===== config.mk =====
export PLATFORM = sky130hd
export DESIGN_NAME = fifo_pkt_mover
export DESIGN_NICKNAME = d
export VERILOG_FILES = /design/src/rtl/fifo_pkt_mover.sv
export SDC_FILE = /design/constraint.sdc
export NUM_CORES = 1
export LEC_CHECK = 0
export CORE_AREA = 4 4 110 112
export DETAILED_ROUTE_END_ITERATION = 8
export DIE_AREA = 0 0 114 116
export DONT_BUFFER_PORTS = 1
export GPL_TIMING_DRIVEN = 0
export RECOVER_POWER = 25
export SLEW_MARGIN = 20
export SYNTH_ARGS = -nofsm -noshare
export SYNTH_HDL_FRONTEND = slang
export SYNTH_SLANG_ARGS = --single-unit

===== constraint.sdc =====
create_clock -name clk -period 2.9 [get_ports clk]
set_input_delay 0.29 -clock clk [delete_from_list [all_inputs] [get_ports clk]]
set_output_delay 0.29 -clock clk [all_outputs]
set_load 0.02 [all_outputs]

===== src/rtl/fifo_pkt_mover.sv =====
// fifo_pkt_mover: pops header+payload packets from a show-ahead FIFO and writes the payload over Avalon-MM.
// Optional FIFO_PKT_MOVER_PKT_COUNT_EN adds a 16-bit completed-packet counter output.
module fifo_pkt_mover #(
  parameter int PACKET_SIZE = 4,
  parameter int DATA_W      = 32,
  parameter int ADDR_W      = 32
) (
  input  logic                clk,
  input  logic                reset,
  input  logic [DATA_W-1:0]   fifo_rdata,
  input  logic                fifo_empty,
  output logic                fifo_rdreq,
  output logic [ADDR_W-1:0]   avm_address,
  output logic                avm_write,
  output logic [DATA_W-1:0]   avm_writedata,
  output logic [DATA_W/8-1:0] avm_byteenable,
  input  logic                avm_waitrequest,
  output logic                irq,
  input  logic                irq_clear,
`ifdef FIFO_PKT_MOVER_PKT_COUNT_EN
  output logic [15:0]         pkt_count,
`endif
  output logic                busy
);
  localparam int CW = (PACKET_SIZE > 2) ? $clog2(PACKET_SIZE) : 1;
  localparam logic [CW-1:0] LAST = CW'(PACKET_SIZE - 2);
  typedef enum logic [1:0] {IDLE, FETCH, WRITE, DONE} state_t;
  state_t              r_state, w_next;
  logic [ADDR_W-1:0]   r_addr, w_addr, r_avm_addr, w_avm_addr;
  logic [CW-1:0]       r_cnt, w_cnt;
  logic [DATA_W-1:0]   r_wdata, w_wdata;
  logic [DATA_W/8-1:0] r_be;
  logic                r_write, w_write, r_irq, w_irq, r_busy;
  logic                w_pop, w_load, w_acc;
  // the pop strobe is decoded from the registered state so the pop lands in the cycle the head word is consumed
  assign w_pop  = ~reset & ~fifo_empty & (r_state == IDLE || r_state == FETCH);
  assign w_load = r_state == FETCH && !fifo_empty;
  assign w_acc  = r_state == WRITE && !avm_waitrequest;
  assign fifo_rdreq     = w_pop;
  assign avm_address    = r_avm_addr;
  assign avm_write      = r_write;
  assign avm_writedata  = r_wdata;
  assign avm_byteenable = r_be;
  assign irq            = r_irq;
  assign busy           = r_busy;
  always_ff @(posedge clk or posedge reset)
    if (reset) begin
      r_state    <= IDLE;
      r_addr     <= '0;
      r_cnt      <= '0;
      r_avm_addr <= '0;
      r_wdata    <= '0;
      r_write    <= 1'b0;
      r_be       <= '0;
      r_irq      <= 1'b0;
      r_busy     <= 1'b0;
    end else begin
      r_state    <= w_next;
      r_addr     <= w_addr;
      r_cnt      <= w_cnt;
      r_avm_addr <= w_avm_addr;
      r_wdata    <= w_wdata;
      r_write    <= w_write;
      r_be       <= {(DATA_W/8){w_write}};
      r_irq      <= w_irq;
      r_busy     <= w_next != IDLE;
    end
  always_comb begin
    w_next = (r_state == IDLE)  ? (fifo_empty ? IDLE : FETCH) :
             (r_state == FETCH) ? (fifo_empty ? FETCH : WRITE) :
             (r_state == WRITE) ? (avm_waitrequest ? WRITE : (r_cnt == LAST ? DONE : FETCH)) :
             IDLE;
  end
  always_comb begin
    w_addr     = (r_state == IDLE && !fifo_empty) ? {fifo_rdata[ADDR_W-1:2], 2'b00} :
                 w_acc ? r_addr + ADDR_W'(4) : r_addr;
    w_cnt      = (r_state == IDLE) ? '0 : w_acc ? r_cnt + CW'(1) : r_cnt;
    w_write    = w_load | (r_write & ~w_acc);
    w_avm_addr = w_load ? r_addr : r_avm_addr;
    w_wdata    = w_load ? fifo_rdata : r_wdata;
    w_irq      = (r_state == DONE) | (r_irq & ~irq_clear);
  end
`ifdef FIFO_PKT_MOVER_PKT_COUNT_EN
  logic [15:0] r_pkt_count;
  assign pkt_count = r_pkt_count;
  always_ff @(posedge clk or posedge reset)
    if (reset) r_pkt_count <= '0;
    else if (r_state == DONE) r_pkt_count <= r_pkt_count + 16'd1;
`endif
endmodule


==> impl_summary.log <==
[metrics] run status: finished with violations
[metrics] failing checks: capacitance limit, slew limit
[metrics] number of library cell types mapped by synthesis: 51
[metrics] average wire length per cell after detail routing: a little over 20 µm
[metrics] share of the synthesized area in compound gates (AO/OA/AOI/OAI): about 11%
[metrics] arrival time reported for the critical path endpoint: between 2 and 3 ns
[metrics] Final Core Density: roughly 46%
[metrics] XOR/XNOR Fraction of Synth Area: 0%
[metrics] proportion of synthesized area in mux cells: between 10% and 20%
[metrics] port buffer count: 0
[metrics] number of antenna cells inserted: 0
[metrics] pin count of the biggest net entering global routing: 63
[metrics] number of DRC violations after detailed routing: 0
[metrics] part of the Yosys area used for sequential elements: 53.6%
[metrics] CP Cell Sequence: or3b_2, clkbuf_1, clkbuf_1, clkbuf_1, a21oi_1, o21ai_0, o211ai_1
[metrics] met2 Usage GRT: approximately 27%
[metrics] met1 track demand over resource in global routing: between 20% and 30%
[metrics] maximum fanout count along the critical path: 10
[metrics] share of cells above drive strength 1: a little over a quarter
[metrics] CP startpoint kind: flop
[metrics] worst r2r path cells: 7
[metrics] number of levels in the clock H-tree: 3
[metrics] unrepaired setup endpoints after global routing: no
[metrics] GR Util met3: approximately 4.6%
[metrics] count of nets after finishing: roughly 450
[metrics] # clock sinks: 99
[metrics] final setup vio count: 0
[metrics] Clock transition at path regs: approximately 0.070 ns
[metrics] shortest clock period the worst path allows after layout: 2.45 ns
[metrics] number of instances on the worst hold path: 1
[metrics] detail-routed via count per cell: roughly 6.0
[metrics] cell seen most often among critical-path stages: sky130_fd_sc_hd__clkbuf_1
[metrics] total of fill cells in the finished design: around 1000
[metrics] Worst Clk Skew: between 0.006 and 0.007 ns
[metrics] Global Route Usage Sum: a little under a fifth
[metrics] standard-cell rows: 39
[metrics] fraction of the mapped netlist area in simple logic gates: ~15%
[metrics] weighted congestion at the end of routability-driven global placement: roughly 0.89
[metrics] mean area per synthesized cell: around 12 µm²
[metrics] Post-Syn Area: between 4000 and 5000 µm²
[metrics] crit path capture type: flop
[metrics] largest family of logic cells by synthesized area: multiplexers
[metrics] Post-Synth Adder-Cell Area: 0.542%
[metrics] post_cts resized: 0
[metrics] layout-stage area growth over the synthesis result: 11.5%
[metrics] required arrival time at the worst endpoint: 3.12 ns
[metrics] max capacitance violation total: 1
[metrics] GRT Residual Overflow: 0
[metrics] kind of critical path: flop to flop
[metrics] power density of the placed cells: approximately 1200 nW/µm²
[metrics] wire length of the first global-routing pass: between 15000 and 20000 µm
[metrics] Yosys warnings: 0
[metrics] FMAX: about 0.41 GHz
[metrics] via count: between 3000 and 4000
[metrics] number of global-route vias before repair: 3310
[metrics] placement-stage cell area: slightly below 5000 µm²
[metrics] number of synthesized flops with an enable pin: 0
[metrics] GRT busiest layer: met2
[metrics] chip width: roughly 110 µm
[metrics] Post-synth ARST share: 100%
[metrics] most common flop cell mapped by yosys: sky130_fd_sc_hd__dfrtp_1
[metrics] area of the core: 11200 µm²
[metrics] headroom to the max-slew limit: -16.4%
[metrics] standby leakage power: around 0.0021 µW
[metrics] gate count of the mapped netlist: about 400
[metrics] slew of the pin with the lowest slew margin: between 1.5 and 2 ns
[metrics] final number of max-transition violations: 38
[metrics] TritonCTS clock tree: built
[metrics] Total Routed Length: about 11000 µm
[metrics] Slowest Stage Delay on Critical Path: roughly 0.54 ns
[metrics] number of iterations in the first detailed-routing pass: 5
[metrics] clock latency of the later-clocked register in the worst-skew pair: between 0.3 and 0.4 ns
[metrics] Hold Slack: ~0.057 ns
[metrics] final HPWL from detailed placement: 8120 µm
[metrics] clock root buffer: sky130_fd_sc_hd__clkbuf_16
[metrics] portion of the clock cycle consumed by the worst path in the final layout: 84.3%
[metrics] Worst IR Drop VDD: between 0.4 and 0.5 mV
[metrics] number of antenna violations at the first check in global routing: 0
[metrics] count of nets left with antenna violations after detail routing: 0
[metrics] number of hold violations in the final report: 0
[metrics] number of storage elements in the synthesis netlist: just under 100
[metrics] die span in y: roughly 120 µm
[metrics] buffer levels on the longest clock path: 2
[metrics] post-route cell area: just over 5000 µm²
[metrics] area of the die: ~13000 µm²
[metrics] Hold WC Path Type: input port to flop
[metrics] First DRT Iteration DRCs: between 150 and 200
[metrics] effective utilization at floorplan: between 40% and 50%
[metrics] Max stage delay cell, worst path: sky130_fd_sc_hd__clkbuf_1
[metrics] count of pins on the block boundary: 109
[metrics] total clock buffers created by CTS: 9
area by class of cell:
type                    count  area, µm²  area share (%)
well taps                 143        179            3.47
plain buffers              33        176            3.43
flip-flops and latches     99       2480            48.1
clock buffers              15        278            5.39
inverters                   6       23.8           0.462
multi-input cells         258       1950            37.8
repair buffers              2       37.5           0.729
clock inverters             1       30.0           0.583
worst paths after layout:
check                              to  slack (ns)       start
setup / recovery            r_addr[6]        0.45  r_state[1]
hold / removal                    irq        0.06   irq_clear
setup reg to reg            r_addr[6]        0.45  r_state[1]
hold reg to reg              r_cnt[0]        0.48    r_cnt[0]
max in group asynchronous  r_addr[30]        1.16       reset
min in group asynchronous        busy        0.82       reset
flip-flops by register name, indices dropped and copies added (netlist names):
name / cells
r_cnt: 2
busy: 1
avm_address: 30
avm_writedata: 32
r_addr: 30
irq: 1
avm_write: 1
r_state: 2
where the power goes:
group / total [µW] / internal (µW) / leakage (µW) / switching [µW]
Clock: 1240 / 741 / 0.000150 / 504
Sequential: 3190 / 2050 / 0.00121 / 1140
Combinational: 1680 / 843 / 0.000782 / 840
Total: 6120 / 3630 / 0.00215 / 2490
placed cells by master (no fill, tap or decap), types with 3 or more instances in the layout:
master and instances:
sky130_fd_sc_hd__nand4_1 9, sky130_fd_sc_hd__inv_1 5, sky130_fd_sc_hd__or4_1 6, sky130_fd_sc_hd__o211ai_1 6, sky130_fd_sc_hd__nor2_1 9, sky130_fd_sc_hd__o21ai_0 15, sky130_fd_sc_hd__buf_2 10, sky130_fd_sc_hd__nand3_1 21
sky130_fd_sc_hd__mux2_2 62, sky130_fd_sc_hd__buf_4 8, sky130_fd_sc_hd__clkbuf_16 9, sky130_fd_sc_hd__nor4_1 8, sky130_fd_sc_hd__a22oi_1 8, sky130_fd_sc_hd__nor3_1 4, sky130_fd_sc_hd__dfrtp_1 99, sky130_fd_sc_hd__a31oi_1 4
sky130_fd_sc_hd__and4_1 5, sky130_fd_sc_hd__nand2_1 36, sky130_fd_sc_hd__o31ai_1 3, sky130_fd_sc_hd__o311ai_0 7, sky130_fd_sc_hd__and3_1 4, sky130_fd_sc_hd__a221o_1 8, sky130_fd_sc_hd__clkbuf_1 15, sky130_fd_sc_hd__a21oi_1 5
sky130_fd_sc_hd__nor3b_1 3, sky130_fd_sc_hd__clkbuf_8 3
cell usage after synthesis (5+ instances only):
library cell               count  area share (%)
sky130_fd_sc_hd__o211ai_1      6            0.97
sky130_fd_sc_hd__nand3_1      21             2.3
sky130_fd_sc_hd__buf_4         8             1.3
sky130_fd_sc_hd__nand4_1       9             1.2
sky130_fd_sc_hd__buf_2        10             1.1
sky130_fd_sc_hd__o311ai_0      7             1.3
sky130_fd_sc_hd__clkbuf_1     12            0.97
sky130_fd_sc_hd__a22oi_1       8             1.3
sky130_fd_sc_hd__and4_1        5            0.95
sky130_fd_sc_hd__dfrtp_1      99              54
sky130_fd_sc_hd__mux2_2       62              15
sky130_fd_sc_hd__or4_1         6            0.97
sky130_fd_sc_hd__o21ai_0      15             1.6
sky130_fd_sc_hd__nand2_1      36             2.9
sky130_fd_sc_hd__nor4_1        8             1.1
sky130_fd_sc_hd__a21oi_1       5            0.54
sky130_fd_sc_hd__inv_1         6            0.49
sky130_fd_sc_hd__nor2_1        9            0.73
sky130_fd_sc_hd__a221o_1       8             1.7
logic make-up after synthesis:
group,after synthesis
buffers and inverters,39
muxes,63
adders and majority gates,2
DFF,99
AOI/OAI and AO/OA,70
and+or+nand+nor,121
other,1
repair_timing:
action,4_1_cts,5_1_grt
hold buffers,1,0
buffers inserted,0,0
endpoints found under the hold margin,37,0
per-stage QoR:
stage	cells	power, µW	setup TNS [ns]	worst slack [ns]
floorplan	396	4400	0	0.0196
global placement	539	4840	-109.27	-1.11
detailed placement	540	4920	0	0.496
CTS	557	6180	0	0.485
global route	557	6540	0	0.293
finish	557	6120	0	0.454
critical path, delay by kind of cell, from the launching register on:
family	cells	cell delay [ns]
buffers and inverters	3	1.37
DFF	1	0.38
AOI/OAI and AO/OA	3	0.38
and+or+nand+nor	1	0.18
layer usage:
metal,vias to the layer above,routed length [µm]
li1,1517,-
met1,1680,5080
met2,116,5270
met3,15,873
met4,0,187
met5,-,0
Power figures use the tool's default switching activity.
